===== config.mk =====
export PLATFORM = sky130hd
export DESIGN_NAME = id_ex_stage_flat
export DESIGN_NICKNAME = d
export VERILOG_FILES = /design/src/rtl/id_ex_stage_if.sv /design/src/rtl/id_ex_stage.sv /design/src/flat_wrapper.sv
export SDC_FILE = /design/constraint.sdc
export NUM_CORES = 1
export LEC_CHECK = 0
export ABC_AREA = 1
export CAP_MARGIN = 40
export CORE_AREA = 4 4 145 147
export DETAILED_ROUTE_END_ITERATION = 10
export DIE_AREA = 0 0 149 151
export GPL_ROUTABILITY_DRIVEN = 0
export HOLD_SLACK_MARGIN = 0.03
export PLACE_DENSITY = 0.7
export SYNTH_ARGS = -nofsm -noshare
export SYNTH_HDL_FRONTEND = slang
export SYNTH_SLANG_ARGS = --single-unit
export TNS_END_PERCENT = 1

===== constraint.sdc =====
create_clock -name clk -period 1.95 [get_ports clk]
set_input_delay 0.585 -clock clk [delete_from_list [all_inputs] [get_ports clk]]
set_output_delay 0.585 -clock clk [all_outputs]
set_load 0.01 [all_outputs]

===== src/rtl/id_ex_stage_if.sv =====
// ID/EX boundary bundle: decoded ID-stage fields, MEM/WB bypass sources and the
// registered EX-stage outputs. The pipeline front end is master, the stage is slave.
interface id_ex_stage_if #(
  parameter int XLEN = 32
);
  logic            stall;
  logic            flush;
  logic            id_valid;
  logic [XLEN-1:0] id_pc;
  logic [6:0]      id_opcode;
  logic [2:0]      id_funct3;
  logic            id_funct7_5;
  logic [4:0]      id_rs1;
  logic [4:0]      id_rs2;
  logic [4:0]      id_rd;
  logic [XLEN-1:0] id_rs1_data;
  logic [XLEN-1:0] id_rs2_data;
  logic [XLEN-1:0] id_imm;

  logic [4:0]      mem_rd;
  logic            mem_reg_write;
  logic [XLEN-1:0] mem_result;
  logic [4:0]      wb_rd;
  logic            wb_reg_write;
  logic [XLEN-1:0] wb_result;

  logic            ex_valid;
  logic [XLEN-1:0] ex_pc;
  logic [4:0]      ex_rd;
  logic            ex_reg_write;
  logic            ex_mem_read;
  logic            ex_mem_write;
  logic            ex_branch;
  logic            ex_illegal;
  logic [XLEN-1:0] ex_A;
  logic [XLEN-1:0] ex_B;
  logic [3:0]      ex_ALUcontrol;
  logic [XLEN-1:0] ex_rs2_fwd;

  modport master (
    output stall, flush, id_valid, id_pc, id_opcode, id_funct3, id_funct7_5,
           id_rs1, id_rs2, id_rd, id_rs1_data, id_rs2_data, id_imm,
           mem_rd, mem_reg_write, mem_result, wb_rd, wb_reg_write, wb_result,
    input  ex_valid, ex_pc, ex_rd, ex_reg_write, ex_mem_read, ex_mem_write,
           ex_branch, ex_illegal, ex_A, ex_B, ex_ALUcontrol, ex_rs2_fwd
  );

  modport slave (
    input  stall, flush, id_valid, id_pc, id_opcode, id_funct3, id_funct7_5,
           id_rs1, id_rs2, id_rd, id_rs1_data, id_rs2_data, id_imm,
           mem_rd, mem_reg_write, mem_result, wb_rd, wb_reg_write, wb_result,
    output ex_valid, ex_pc, ex_rd, ex_reg_write, ex_mem_read, ex_mem_write,
           ex_branch, ex_illegal, ex_A, ex_B, ex_ALUcontrol, ex_rs2_fwd
  );
endinterface


===== src/rtl/id_ex_stage.sv =====
// ID/EX pipeline register with ALU-code decode, stall/flush and operand select.
// Define ID_EX_FORWARD_EN to enable MEM/WB bypass onto the operands and store data.
module id_ex_stage #(
  parameter int XLEN = 32
) (
  input logic          clk,
  input logic          rst_n,
  id_ex_stage_if.slave bus
);

  localparam logic [6:0] OP_R     = 7'b0110011;
  localparam logic [6:0] OP_I     = 7'b0010011;
  localparam logic [6:0] OP_LOAD  = 7'b0000011;
  localparam logic [6:0] OP_STORE = 7'b0100011;
  localparam logic [6:0] OP_BR    = 7'b1100011;
  localparam logic [6:0] OP_LUI   = 7'b0110111;
  localparam logic [6:0] OP_AUIPC = 7'b0010111;

  localparam logic [3:0] ALU_ADD = 4'b0000;
  localparam logic [3:0] ALU_SUB = 4'b0001;
  localparam logic [3:0] ALU_AND = 4'b0010;
  localparam logic [3:0] ALU_OR  = 4'b0011;
  localparam logic [3:0] ALU_XOR = 4'b0100;
  localparam logic [3:0] ALU_SLL = 4'b0101;
  localparam logic [3:0] ALU_SRL = 4'b0110;
  localparam logic [3:0] ALU_SRA = 4'b0111;
  localparam logic [3:0] ALU_SLT = 4'b1000;
  localparam logic [3:0] ALU_UNS = 4'b1111;

  typedef enum logic [1:0] {A_RS = 2'b00, A_PC = 2'b01, A_ZERO = 2'b10} a_sel_e;
  typedef enum logic {B_RS = 1'b0, B_IMM = 1'b1} b_sel_e;

  logic            ex_valid_q, reg_write_q, mem_read_q, mem_write_q, branch_q, illegal_q;
  logic [XLEN-1:0] pc_q, rs1_data_q, rs2_data_q, imm_q;
  logic [4:0]      rd_q;
  logic [3:0]      alu_q;
  a_sel_e          a_sel_q;
  b_sel_e          b_sel_q;
  logic [XLEN-1:0] rs1_val, rs2_val;

  logic       d_reg_write, d_mem_read, d_mem_write, d_branch, d_illegal;
  logic [3:0] d_alu;
  a_sel_e     d_a_sel;
  b_sel_e     d_b_sel;

  // Only R-type distinguishes SUB; shifts use bit 30 for both R and I forms.
  function automatic logic [3:0] alu_map(input logic [2:0] f3, input logic f7_5,
                                         input logic is_r);
    logic [3:0] code;
    case (f3)
      3'b000:  code = (is_r && f7_5) ? ALU_SUB : ALU_ADD;
      3'b001:  code = ALU_SLL;
      3'b010:  code = ALU_SLT;
      3'b100:  code = ALU_XOR;
      3'b101:  code = f7_5 ? ALU_SRA : ALU_SRL;
      3'b110:  code = ALU_OR;
      3'b111:  code = ALU_AND;
      default: code = ALU_UNS;
    endcase
    return code;
  endfunction

  always_comb begin
    d_alu       = ALU_UNS;
    d_illegal   = 1'b1;
    d_reg_write = 1'b0;
    d_mem_read  = 1'b0;
    d_mem_write = 1'b0;
    d_branch    = 1'b0;
    d_a_sel     = A_RS;
    d_b_sel     = B_RS;
    case (bus.id_opcode)
      OP_R, OP_I: begin
        d_alu       = alu_map(bus.id_funct3, bus.id_funct7_5, bus.id_opcode == OP_R);
        d_illegal   = (d_alu == ALU_UNS);
        d_reg_write = !d_illegal;
        d_b_sel     = (bus.id_opcode == OP_I) ? B_IMM : B_RS;
      end
      OP_LOAD: begin
        d_alu = ALU_ADD; d_illegal = 1'b0; d_b_sel = B_IMM;
        d_mem_read = 1'b1; d_reg_write = 1'b1;
      end
      OP_STORE: begin
        d_alu = ALU_ADD; d_illegal = 1'b0; d_b_sel = B_IMM; d_mem_write = 1'b1;
      end
      OP_BR: begin
        d_alu = ALU_SUB; d_illegal = 1'b0; d_branch = 1'b1;
      end
      OP_LUI: begin
        d_alu = ALU_ADD; d_illegal = 1'b0; d_a_sel = A_ZERO; d_b_sel = B_IMM;
        d_reg_write = 1'b1;
      end
      OP_AUIPC: begin
        d_alu = ALU_ADD; d_illegal = 1'b0; d_a_sel = A_PC; d_b_sel = B_IMM;
        d_reg_write = 1'b1;
      end
      default: ;
    endcase
  end

`ifdef ID_EX_FORWARD_EN
  logic [4:0] rs1_q, rs2_q;

  function automatic logic [XLEN-1:0] bypass(input logic [4:0] rs, input logic [XLEN-1:0] rf);
    logic [XLEN-1:0] v;
    if (bus.mem_reg_write && bus.mem_rd != 5'd0 && bus.mem_rd == rs)
      v = bus.mem_result;
    else if (bus.wb_reg_write && bus.wb_rd != 5'd0 && bus.wb_rd == rs)
      v = bus.wb_result;
    else
      v = rf;
    return v;
  endfunction

  assign rs1_val = bypass(rs1_q, rs1_data_q);
  assign rs2_val = bypass(rs2_q, rs2_data_q);

  always_ff @(posedge clk or negedge rst_n) begin
    if (!rst_n) begin
      rs1_q <= '0;
      rs2_q <= '0;
    end else if (!bus.flush && !bus.stall && bus.id_valid) begin
      rs1_q <= bus.id_rs1;
      rs2_q <= bus.id_rs2;
    end
  end
`else
  assign rs1_val = rs1_data_q;
  assign rs2_val = rs2_data_q;
`endif

  // Bubbles clear controls and rd but leave the datapath registers untouched.
  always_ff @(posedge clk or negedge rst_n) begin
    if (!rst_n) begin
      ex_valid_q  <= 1'b0;
      reg_write_q <= 1'b0;
      mem_read_q  <= 1'b0;
      mem_write_q <= 1'b0;
      branch_q    <= 1'b0;
      illegal_q   <= 1'b0;
      alu_q       <= ALU_ADD;
      rd_q        <= '0;
      pc_q        <= '0;
      rs1_data_q  <= '0;
      rs2_data_q  <= '0;
      imm_q       <= '0;
      a_sel_q     <= A_RS;
      b_sel_q     <= B_RS;
    end else if (bus.flush || (!bus.stall && !bus.id_valid)) begin
      ex_valid_q  <= 1'b0;
      reg_write_q <= 1'b0;
      mem_read_q  <= 1'b0;
      mem_write_q <= 1'b0;
      branch_q    <= 1'b0;
      illegal_q   <= 1'b0;
      alu_q       <= ALU_ADD;
      rd_q        <= '0;
    end else if (bus.stall) begin
`ifdef ID_EX_FORWARD_EN
      // Keep results that retire while we are held.
      rs1_data_q <= rs1_val;
      rs2_data_q <= rs2_val;
`endif
    end else begin
      ex_valid_q  <= 1'b1;
      reg_write_q <= d_reg_write;
      mem_read_q  <= d_mem_read;
      mem_write_q <= d_mem_write;
      branch_q    <= d_branch;
      illegal_q   <= d_illegal;
      alu_q       <= d_alu;
      rd_q        <= bus.id_rd;
      pc_q        <= bus.id_pc;
      rs1_data_q  <= bus.id_rs1_data;
      rs2_data_q  <= bus.id_rs2_data;
      imm_q       <= bus.id_imm;
      a_sel_q     <= d_a_sel;
      b_sel_q     <= d_b_sel;
    end
  end

  always_comb begin
    case (a_sel_q)
      A_PC:    bus.ex_A = pc_q;
      A_ZERO:  bus.ex_A = '0;
      default: bus.ex_A = rs1_val;
    endcase
  end

  assign bus.ex_B          = (b_sel_q == B_IMM) ? imm_q : rs2_val;
  assign bus.ex_rs2_fwd    = rs2_val;
  assign bus.ex_valid      = ex_valid_q;
  assign bus.ex_pc         = pc_q;
  assign bus.ex_rd         = rd_q;
  assign bus.ex_reg_write  = reg_write_q;
  assign bus.ex_mem_read   = mem_read_q;
  assign bus.ex_mem_write  = mem_write_q;
  assign bus.ex_branch     = branch_q;
  assign bus.ex_illegal    = illegal_q;
  assign bus.ex_ALUcontrol = alu_q;

endmodule


===== src/flat_wrapper.sv =====
// flat-port wrapper written by rule: the top's interface ports become plain ports
module id_ex_stage_flat 
#(
  parameter int XLEN = 32
)
  (clk, rst_n, bus_stall, bus_flush, bus_id_valid, bus_id_pc, bus_id_opcode, bus_id_funct3, bus_id_funct7_5, bus_id_rs1, bus_id_rs2, bus_id_rd, bus_id_rs1_data, bus_id_rs2_data, bus_id_imm, bus_mem_rd, bus_mem_reg_write, bus_mem_result, bus_wb_rd, bus_wb_reg_write, bus_wb_result, bus_ex_valid, bus_ex_pc, bus_ex_rd, bus_ex_reg_write, bus_ex_mem_read, bus_ex_mem_write, bus_ex_branch, bus_ex_illegal, bus_ex_A, bus_ex_B, bus_ex_ALUcontrol, bus_ex_rs2_fwd);
  id_ex_stage_if #(.XLEN(XLEN)) bus_i ();
  input logic clk;
  input logic rst_n;
  input wire logic [$bits(bus_i.stall)-1:0] bus_stall;
  input wire logic [$bits(bus_i.flush)-1:0] bus_flush;
  input wire logic [$bits(bus_i.id_valid)-1:0] bus_id_valid;
  input wire logic [$bits(bus_i.id_pc)-1:0] bus_id_pc;
  input wire logic [$bits(bus_i.id_opcode)-1:0] bus_id_opcode;
  input wire logic [$bits(bus_i.id_funct3)-1:0] bus_id_funct3;
  input wire logic [$bits(bus_i.id_funct7_5)-1:0] bus_id_funct7_5;
  input wire logic [$bits(bus_i.id_rs1)-1:0] bus_id_rs1;
  input wire logic [$bits(bus_i.id_rs2)-1:0] bus_id_rs2;
  input wire logic [$bits(bus_i.id_rd)-1:0] bus_id_rd;
  input wire logic [$bits(bus_i.id_rs1_data)-1:0] bus_id_rs1_data;
  input wire logic [$bits(bus_i.id_rs2_data)-1:0] bus_id_rs2_data;
  input wire logic [$bits(bus_i.id_imm)-1:0] bus_id_imm;
  input wire logic [$bits(bus_i.mem_rd)-1:0] bus_mem_rd;
  input wire logic [$bits(bus_i.mem_reg_write)-1:0] bus_mem_reg_write;
  input wire logic [$bits(bus_i.mem_result)-1:0] bus_mem_result;
  input wire logic [$bits(bus_i.wb_rd)-1:0] bus_wb_rd;
  input wire logic [$bits(bus_i.wb_reg_write)-1:0] bus_wb_reg_write;
  input wire logic [$bits(bus_i.wb_result)-1:0] bus_wb_result;
  output wire logic [$bits(bus_i.ex_valid)-1:0] bus_ex_valid;
  output wire logic [$bits(bus_i.ex_pc)-1:0] bus_ex_pc;
  output wire logic [$bits(bus_i.ex_rd)-1:0] bus_ex_rd;
  output wire logic [$bits(bus_i.ex_reg_write)-1:0] bus_ex_reg_write;
  output wire logic [$bits(bus_i.ex_mem_read)-1:0] bus_ex_mem_read;
  output wire logic [$bits(bus_i.ex_mem_write)-1:0] bus_ex_mem_write;
  output wire logic [$bits(bus_i.ex_branch)-1:0] bus_ex_branch;
  output wire logic [$bits(bus_i.ex_illegal)-1:0] bus_ex_illegal;
  output wire logic [$bits(bus_i.ex_A)-1:0] bus_ex_A;
  output wire logic [$bits(bus_i.ex_B)-1:0] bus_ex_B;
  output wire logic [$bits(bus_i.ex_ALUcontrol)-1:0] bus_ex_ALUcontrol;
  output wire logic [$bits(bus_i.ex_rs2_fwd)-1:0] bus_ex_rs2_fwd;
  assign bus_i.stall = bus_stall;
  assign bus_i.flush = bus_flush;
  assign bus_i.id_valid = bus_id_valid;
  assign bus_i.id_pc = bus_id_pc;
  assign bus_i.id_opcode = bus_id_opcode;
  assign bus_i.id_funct3 = bus_id_funct3;
  assign bus_i.id_funct7_5 = bus_id_funct7_5;
  assign bus_i.id_rs1 = bus_id_rs1;
  assign bus_i.id_rs2 = bus_id_rs2;
  assign bus_i.id_rd = bus_id_rd;
  assign bus_i.id_rs1_data = bus_id_rs1_data;
  assign bus_i.id_rs2_data = bus_id_rs2_data;
  assign bus_i.id_imm = bus_id_imm;
  assign bus_i.mem_rd = bus_mem_rd;
  assign bus_i.mem_reg_write = bus_mem_reg_write;
  assign bus_i.mem_result = bus_mem_result;
  assign bus_i.wb_rd = bus_wb_rd;
  assign bus_i.wb_reg_write = bus_wb_reg_write;
  assign bus_i.wb_result = bus_wb_result;
  assign bus_ex_valid = bus_i.ex_valid;
  assign bus_ex_pc = bus_i.ex_pc;
  assign bus_ex_rd = bus_i.ex_rd;
  assign bus_ex_reg_write = bus_i.ex_reg_write;
  assign bus_ex_mem_read = bus_i.ex_mem_read;
  assign bus_ex_mem_write = bus_i.ex_mem_write;
  assign bus_ex_branch = bus_i.ex_branch;
  assign bus_ex_illegal = bus_i.ex_illegal;
  assign bus_ex_A = bus_i.ex_A;
  assign bus_ex_B = bus_i.ex_B;
  assign bus_ex_ALUcontrol = bus_i.ex_ALUcontrol;
  assign bus_ex_rs2_fwd = bus_i.ex_rs2_fwd;
  id_ex_stage #(.XLEN(XLEN)) u_core (.clk(clk), .rst_n(rst_n), .bus(bus_i));
endmodule

==> results of run 1 <==
-- cells in the mapped netlist, types with 2 or more instances --
| cell type | instances |
|---|---|
| a21oi_1 | 2 |
| a22o_1 | 6 |
| buf_2 | 26 |
| buf_4 | 2 |
| clkbuf_1 | 18 |
| dfrtp_1 | 146 |
| inv_1 | 16 |
| inv_2 | 2 |
| nand2_1 | 580 |
| nand3_1 | 39 |
| nor2_1 | 14 |
| nor3_1 | 3 |
| o21ai_0 | 8 |
-- layer usage --
metal	vias to the layer above	part of all wire
met5	-	0.00054
met4	2	0.018
met3	32	0.091
met2	250	0.48
met1	3059	0.41
li1	3294	-
-- registers in the layout, indices dropped and copies added, names as in the netlist, 2 cells and up --
signal and flops:
u_core.a_sel_q 2, u_core.bus.ex_ALUcontrol 4, u_core.bus.ex_pc 32, u_core.bus.ex_rd 5, u_core.bus.ex_rs2_fwd 32, u_core.imm_q 32, u_core.rs1_data_q 32
-- metrics by stage --
| stage | hold slack, ps | area (µm²) | std cells | power (mW) |
|---|---|---|---|---|
| floorplan | 289 | 6550 | 870 | 4.72 |
| global placement | 461 | 10200 | 1431 | 6.41 |
| detailed placement | 465 | 10200 | 1431 | 6.45 |
| CTS | 86.0 | 10700 | 1472 | 9.76 |
| global route | 86.9 | 10900 | 1472 | 10.2 |
| finish | 68.6 | 10900 | 1472 | 9.71 |
-- cell usage in the layout, fill, tap and decap left out, types with 13 or more instances in the layout --
cell and n:
nand2_1 565, nand3_1 32, dfrtp_1 146, inv_1 13, nor2_1 14, buf_6 28, nand2_2 14, buf_2 41
dlygate4sd2_1 39, dlymetal6s2s_1 36, clkdlybuf4s50_1 151, buf_4 26, buf_12 21, clkbuf_16 17
-- power breakdown --
group / leakage, nW / total (mW) / internal [mW] / switching (mW)
registers: 1.83 / 3.75 / 3.45 / 0.300
clock network: 0.290 / 3.44 / 2.06 / 1.38
logic: 4.07 / 2.52 / 1.30 / 1.22
total: 6.19 / 9.71 / 6.81 / 2.90
-- kinds of logic after synthesis --
logic type,share of synthesized area
adders and majority gates,0.00191
DFF,0.558
and+or+nand+nor,0.379
AOI/OAI and AO/OA,0.0181
buffers and inverters,0.0428
-- path summary, 6_finish.rpt --
kind	cells after the start	start	endpoint
worst max register to register	4	u_core.b_sel_q$_DFFE_PN0P_	u_core.b_sel_q$_DFFE_PN0P_
worst min register to register	2	u_core.bus.ex_reg_write$_DFFE_PN0P_	u_core.bus.ex_reg_write$_DFFE_PN0P_
worst min-delay path	1	rst_n	u_core.bus.ex_ALUcontrol[0]$_DFFE_PN0P_
worst max-delay path	7	u_core.a_sel_q[0]$_DFFE_PN0P_	bus_ex_A[20]
min in group clk	2	u_core.bus.ex_reg_write$_DFFE_PN0P_	u_core.bus.ex_reg_write$_DFFE_PN0P_
max in group asynchronous	2	rst_n	u_core.bus.ex_rs2_fwd[30]$_DFFE_PN0P_
-- layout make-up --
class,instances,area [µm²]
clock buffer,18,439
clock inverter,14,174
fill,1906,8980
inverter,18,77.6
multi-input combinational,660,2710
sequential,146,3650
tap,270,338
timing repair buffer,346,3540
-- timing repair --
item                       CTS  global route
gates cloned                 3             0
setup endpoints to repair  103            99
pin swaps                    8             8
gates resized for setup    339            62
setup buffers                6             0
==> impl_results.md, run 1 <==
- Post-synthesis cell count: 870
- Drt initial violations: 306
- Post-synthesis sequential area ratio: 0.558
- Clock Path Buffers: 2
- Pwr Density: 888 nW/µm²
- Global route hottest layer: met2
- Core ar.: 19900 µm²
- Worst Clk Skew: 0 ps
- Cell taking the most area after synthesis: dfrtp_1
- Via density per instance: 4.51
- Critical Path End Type: output pin
- Leakage: 6.19 nW
- Final hold violations: 0
- Final design utilization: 0.549
- Synthesized area: 6550 µm²
- Hold buffers post-CTS: 0
- Top FF cell, synth: dfrtp_1
- Critical path, cell by cell: ha_4 -> inv_6 -> buf_12 -> buf_12 -> nand3_2 -> nand2_1 -> buf_2
- Synth Warn #: 0
- Final setup fails: 63
- CTS Buf Count: 17
- Pre-CTS WS: -432 ps
- Syn Nets: 1106
- Yosys cell types: 21
- Initial Util: 0.329
- Die ar.: 22500 µm²
- Mean post-synth cell area: 7.53 µm²
- Met2 Resource Use GR: 0.327
- Routing usage on met3: 0.0721
- Grt met1 use: 0.242
- Layout cells sized above 1: 0.155
- Max FO, Critical Path: 8
- Vias in the first global route: 6681
- CP arrival: 1750 ps
- WP buf/inv: 4
- CP startpoint kind: register
- CTS tree: yes
- Min cycle time layout: 2330 ps
- Pin count of the biggest net entering global routing: 53
- 1st-pass router iterations: 4
- Critical path required time: 1360 ps
- Width of the die: 149 µm
- Worst min-delay path category: in -> async
- Htree depth: 4
- Maximum clock frequency: 0.428 GHz
- Max-slew violations: 0
- Antenna Cells: 0
- Clk sinks: 146
- Area growth syn-to-layout: 66.9%
- Fraction of registers with async set/reset: 1.00
- Slowest-stage cell, CP: dfrtp_1
- Boundary Pins: 378
- Post-route ant nets: 0
- Max_cap viols: 0
- Nets@finish: 1425
- Most used cell, CP: buf_12
- Peak supply drop: 549 µV
- Clk pin slew, worst setup/hold paths: 60 ps
- Synth top area share: 0.558
- Synth area leaders: dfrtp_1 (56%), nand2_1 (33%), nand3_1 (3.0%)
- Clock Latency Late Sink: 420 ps
- Period utilization: 1.20
- Failing checks: setup timing
- FF-to-FF setup slack: 1000 ps
- Slack of the critical path: -385 ps
- Slew HR: 0.721
- Yosys reg bits: 146
- Worst slew pin tran: 419 ps
- Residual DRC: 0
- Post-synth EDFFs: 0
- CP peak stage delay: 410 ps
- Top delay family on crit path: buffers and inverters
- I/O Buffers: 291
- Initial antenna violation count: 1
- Hpwl dp: 16300 µm
- Detailed Route WL: 22400 µm
- Die Height: 151 µm
- TNS Setup: -11200 ps
- Routed WL per cell: 15.2 µm
- Overflow after GRT: 0
- Crit Path Category: reg -> out
- CTS root buf: clkbuf_16
- Number of cell rows: 52
- Status: finished, violations left
- All-Layer GR Usage: 0.197
- Total number of vias: 6637
- RSZ-0062 raised after global routing: true
- First-pass GRT wire length: 34800 µm
(Power assumes the default switching activity.)
==> run 2: changes to the inputs <==
--- a/config.mk
+++ b/config.mk
@@ -7,12 +7,13 @@
 export LEC_CHECK = 0
 export ABC_AREA = 1
 export CAP_MARGIN = 40
-export CORE_AREA = 4 4 145 147
+export CORE_ASPECT_RATIO = 1.5
+export CORE_MARGIN = 4
+export CORE_UTILIZATION = 30
 export DETAILED_ROUTE_END_ITERATION = 10
-export DIE_AREA = 0 0 149 151
 export GPL_ROUTABILITY_DRIVEN = 0
 export HOLD_SLACK_MARGIN = 0.03
-export PLACE_DENSITY = 0.7
+export PLACE_DENSITY = 0.64
 export SYNTH_ARGS = -nofsm -noshare
 export SYNTH_HDL_FRONTEND = slang
 export SYNTH_SLANG_ARGS = --single-unit
==> constraint.sdc (replaced) <==
create_clock -name clk -period 1.95 [get_ports clk]
set_input_delay 0.585 -clock clk [delete_from_list [all_inputs] [get_ports clk]]
set_output_delay 0.585 -clock clk [all_outputs]
set_load 0.1 [all_outputs]
==> run 2 against run 1 <==
Net effect:
- the flow still finishes with violations (setup timing)
- critical path depth decreased by 2
- clock power about the same
- worst hold slack gained 9.0 ps
- fmax shrank 0.78%
- critical endpoint is now bus_ex_A[30]
- highest routed layer unchanged
==> impl_results.md, run 2 (synthesis results as in run 1) <==
- Clock power frac: 0.234
- Worst min-delay path category: in -> async
- Reg2reg path depth: 3
- Max-slew violations: 0
- Drt initial violations: 311
- Commonest non-fill, non-tap cell in the layout: nand2_1
- Flop pwr share: 0.266
- CP arrival: 1770 ps
- Routed WL per cell: 15.8 µm
- Gate power share: 0.499
- CTS root buf: clkbuf_16
- Peak supply drop: 721 µV
- RSZ-0062 raised after global routing: true
- Boundary Pins: 378
- Total number of vias: 6628
- Post-route ant nets: 0
- CP startpoint kind: register
- Slack of the critical path: -403 ps
- Maximum clock frequency: 0.425 GHz
- Post-Layout Cell Count: 1474
- CTS Buf Count: 17
- Placed insts: 1438
- Die Height: 189 µm
- Min cycle time layout: 2350 ps
- CP peak stage delay: 410 ps
- TNS Setup: -14520 ps
- Number of cell rows: 66
- Clock Latency Late Sink: 410 ps
- Initial Util: 0.304
- Clock Path Buffers: 2
- Vias in the first global route: 6936
- Die ar.: 24300 µm²
- Initial antenna violation count: 4
- Final hold violations: 0
- Slew HR: 0.739
- Worst Clk Skew: 0 ps
- Layout cells sized above 1: 0.289
- Top delay family on crit path: buffers and inverters
- Finished Cell Area: 12900 µm²
- 1st-pass router iterations: 6
- Final setup fails: 64
- Core ar.: 21600 µm²
- Slowest-stage cell, CP: dfrtp_1
- I/O Buffers: 291
- Switching power: 6.39 mW
- Overflow after GRT: 0
- WP buf/inv: 3
- Nets@finish: 1425
- Critical path, cell by cell: ha_4 -> clkinv_8 -> buf_16 -> o21ai_4 -> buf_12
- Critical path required time: 1360 ps
- Pin count of the biggest net entering global routing: 51
- Period utilization: 1.21
- Area growth syn-to-layout: 97.3%
- Worst slew pin tran: 392 ps
- Detailed Route WL: 23200 µm
- Area after DPL: 12000 µm²
- Htree depth: 4
- Sw Ratio: 0.437
- Hpwl dp: 17300 µm
- Via density per instance: 4.50
- Clk pin slew, worst setup/hold paths: 60 ps
- Critical Path End Type: output pin
- First-pass GRT wire length: 36400 µm
- Status: finished, violations left
- Crit Path Category: reg -> out
- Filler instances: 1790
- Internal: 8.24 mW
- Width of the die: 129 µm
- Leakage: 6.26 nW
- FF-to-FF setup slack: 1030 ps
- R2R Path End: u_core.b_sel_q$_DFFE_PN0P_
- CTS tree: yes
- Worst r2r src: u_core.b_sel_q$_DFFE_PN0P_
- Max_cap viols: 0
- Antenna Cells: 0
- Failing checks: setup timing
- Commonest cells after routing, fill and taps aside: nand2_1 (515), buf_12 (163), clkdlybuf4s50_1 (147)
- All-Layer GR Usage: 0.192
- Pwr Density: 1130 nW/µm²
- Clk sinks: 146
- Residual DRC: 0
- Hold buffers post-CTS: 0
- Max FO, Critical Path: 6
==> run 2: per-stage QoR <==
step	total power, mW	setup WS [ps]	hold WS (ps)	util
after global placement	11.2	-65.8	461	0.556
after detailed placement	11.3	-75.3	465	0.556
final	14.6	-403	77.6	0.600
after global routing	15.2	-472	79.5	0.600
after floorplan	8.16	-118	289	-
after CTS	14.8	-410	65.1	0.594
==> run 2: repair_timing <==
item,in CTS,in global routing
pin swaps,3,3
setup buffers,1,0
endpoints found under the setup margin,64,64
cloned,2,1
resized for setup,36,17
==> run 2: worst max path at each step <==
stage,endpoint,depth (start not counted),slack (ps),start
floorplan,bus_ex_B[21],2,-120,u_core.bus.ex_rs2_fwd[21]$_DFFE_PN0P_
global placement,bus_ex_A[16],5,-70,u_core.a_sel_q[0]$_DFFE_PN0P_
detailed placement,bus_ex_A[16],6,-80,u_core.a_sel_q[0]$_DFFE_PN0P_
CTS,bus_ex_A[29],7,-410,u_core.a_sel_q[1]$_DFFE_PN0P_
global route,bus_ex_A[29],6,-470,u_core.a_sel_q[0]$_DFFE_PN0P_
finish,bus_ex_A[30],5,-400,u_core.a_sel_q[0]$_DFFE_PN0P_
==> run 2: worst reg2reg max path: cells and delay by family, from the launching register on <==
| family | cells | cell delay (ps) |
|---|---|---|
| DFF | 1 | 420 |
| buffers and inverters | 2 | 280 |
| AOI/OAI and AO/OA | 1 | 100 |
==> run 2: layer usage <==
metal  track usage  part of all wire
met1         0.205              0.37
met2         0.338              0.52
met3        0.0728             0.086
met4        0.0724             0.027
met5             0            0.0026
==> run 2: area by class of cell <==
type	count	area (µm²)	area share
Clock buffer	23	458	0.0354
Clock inverter	9	158	0.0122
Inverter	18	82.6	0.00639
Multi-Input combinational cell	660	3130	0.242
Sequential cell	146	3670	0.284
Tap cell	272	340	0.0263
Timing Repair Buffer	346	5090	0.394
==> run 2: power by group through the flow <==
stage / Sequential, mW / Clock (mW) / Combinational (mW)
6_report: 3.90 / 3.43 / 7.30
5_1_grt: 3.95 / 3.65 / 7.58
3_3_place_gp: 3.91 / 0 / 7.29
3_5_place_dp: 3.93 / 0 / 7.32
2_1_floorplan: 5.33 / 0 / 2.83
4_1_cts: 3.89 / 3.53 / 7.36
==> run 3: changes to the inputs <==
--- a/config.mk
+++ b/config.mk
@@ -7,13 +7,12 @@
 export LEC_CHECK = 0
 export ABC_AREA = 1
 export CAP_MARGIN = 40
-export CORE_ASPECT_RATIO = 1.5
-export CORE_MARGIN = 4
-export CORE_UTILIZATION = 30
+export CORE_AREA = 4 4 145 147
 export DETAILED_ROUTE_END_ITERATION = 10
+export DIE_AREA = 0 0 149 151
 export GPL_ROUTABILITY_DRIVEN = 0
 export HOLD_SLACK_MARGIN = 0.03
-export PLACE_DENSITY = 0.64
+export PLACE_DENSITY = 0.7
 export SYNTH_ARGS = -nofsm -noshare
 export SYNTH_HDL_FRONTEND = slang
 export SYNTH_SLANG_ARGS = --single-unit
==> run 3 against run 2 <==
Net effect:
- largest cell class unchanged
- core utilization increased by 3.3 points
- via count fell by 0.77%
- the run still ends with setup timing left
- non-clock buffer count is 18 lower
- global-route usage rose by 1.6 points
- largest power group unchanged
==> impl_results.md, run 3 (synthesis results as in run 1) <==
- Final design utilization: 0.633
- Boundary Pins: 378
- Clock Path Buffers: 2
- Internal: 7.94 mW
- Final hold slack: 45.8 ps
- First-pass GRT wire length: 36600 µm
- Total number of vias: 6577
- Post-route ant nets: 0
- Via density per instance: 4.52
- Critical path required time: 1360 ps
- Flop pwr share: 0.271
- Residual DRC: 0
- Status: finished, violations left
- Commonest non-fill, non-tap cell in the layout: nand2_1
- I/O Buffers: 291
- RSZ-0062 raised after global routing: true
- CTS root buf: clkbuf_16
- Commonest cells after routing, fill and taps aside: nand2_1 (517), buf_12 (158), clkdlybuf4s50_1 (147)
- Worst min-delay path category: in -> async
- 1st-pass router iterations: 4
- Max_cap viols: 0
- Clock power frac: 0.225
- Failing checks: setup timing
- Period utilization: 1.19
- Final hold violations: 0
- Die Height: 151 µm
- Die ar.: 22500 µm²
- Clk pin slew, worst setup/hold paths: 60 ps
- Initial Util: 0.329
- All-Layer GR Usage: 0.208
- CP startpoint kind: register
- TNS Setup: -13580 ps
- Vias in the first global route: 6611
- Filler instances: 1626
- Pre-CTS WS: -94.4 ps
- Max FO, Critical Path: 9
- Sw Ratio: 0.449
- CTS tree: yes
- Hpwl dp: 17000 µm
- CP arrival: 1730 ps
- Slew HR: 0.793
- Max-slew violations: 0
- Pwr Density: 1140 nW/µm²
- Clock Latency Late Sink: 400 ps
- Initial antenna violation count: 0
- Overflow after GRT: 0
- Pin count of the biggest net entering global routing: 55
- Core ar.: 19900 µm²
- Worst Clk Skew: 0 ps
- Htree depth: 4
- Antenna Cells: 0
- CTS Buf Count: 17
- Min cycle time layout: 2310 ps
- Maximum clock frequency: 0.432 GHz
- Crit Path Category: reg -> out
- Layout cells sized above 1: 0.273
- Worst slew pin tran: 307 ps
- Clk sinks: 146
- Switching power: 6.46 mW
- Leakage: 6.13 nW
- Gate power share: 0.504
- Drt initial violations: 249
- Area growth syn-to-layout: 92.4%
- Critical Path End Type: output pin
- Width of the die: 149 µm
- Final setup fails: 64
- Peak supply drop: 614 µV
- Routed WL per cell: 16.0 µm
- Number of cell rows: 52
- Nets@finish: 1407
- Slack of the critical path: -364 ps
- Detailed Route WL: 23300 µm
[run 3: cell count changes in the layout (fill, tap and decap cells not counted), moves of 5 or more]
cell,before,now
buf_12,163,158
nand3_1,10,17
nand3_2,25,20
buf_4,28,17
[run 3: what timing repair did]
| action | 4_1_cts | 5_1_grt |
|---|---|---|
| endpoints found under the setup margin | 64 | 64 |
| resized for setup | 36 | 0 |
| setup buffers | 1 | 0 |
| pin swaps | 2 | 1 |
| gates cloned | 2 | 0 |
| hold buffers | 0 | 0 |
[run 3: power by group through the flow]
stage               Sequential, mW  Clock [mW]  Combinational (mW)
finish                        3.90        3.24                7.26
floorplan                     5.33           0                2.83
CTS                           3.90        3.32                7.32
global placement              3.91           0                7.24
detailed placement            3.93           0                7.29
global route                  3.96        3.44                7.52
[run 3: layer usage]
layer,up-vias,GRT usage,part of all wire
li1,3258,-,-
met1,3103,0.253,0.39
met2,184,0.363,0.52
met3,32,0.0530,0.060
met4,0,0.0632,0.022
met5,-,0,0
[run 3: cell type report]
class | count | area, µm² | share of cell area
clock buffer | 20 | 447 | 0.0354
clock inverter | 12 | 130 | 0.0103
inverter | 18 | 77.6 | 0.00616
multi-input combinational | 660 | 3070 | 0.244
sequential | 146 | 3670 | 0.291
tap | 270 | 338 | 0.0268
timing repair buffer | 328 | 4870 | 0.386
[run 3: path summary, 6_finish.rpt]
kind / cells past startpoint / startpoint / slack [ps] / endpoint
min: 1 / rst_n / 50 / u_core.rs1_data_q[5]$_DFFE_PN0P_
max reg2reg: 3 / u_core.b_sel_q$_DFFE_PN0P_ / 1030 / u_core.b_sel_q$_DFFE_PN0P_
max: 7 / u_core.a_sel_q[1]$_DFFE_PN0P_ / -360 / bus_ex_A[25]
max in group asynchronous: 2 / rst_n / 1370 / u_core.bus.ex_valid$_DFFE_PN0P_
min reg2reg: 2 / u_core.rs1_data_q[2]$_DFFE_PN0P_ / 480 / u_core.rs1_data_q[2]$_DFFE_PN0P_
min in group clk: 2 / u_core.rs1_data_q[2]$_DFFE_PN0P_ / 480 / u_core.rs1_data_q[2]$_DFFE_PN0P_
[run 3: through the flow]
stage / cells / instance area, µm² / total power [mW]
2_1_floorplan: 870 / 6890 / 8.16
5_1_grt: 1454 / 12600 / 14.9
3_3_place_gp: 1419 / 11800 / 11.1
4_1_cts: 1454 / 12600 / 14.5
6_report: 1454 / 12600 / 14.4
3_5_place_dp: 1419 / 11800 / 11.2
[run 3: worst max-delay path, cell delays in order, from the launching register on]
cell and delay, ps:
dfrtp_1 380, inv_2 70, ha_4 230, inv_8 110, buf_12 140, nand3_1 110, nand2_4 90, buf_12 170
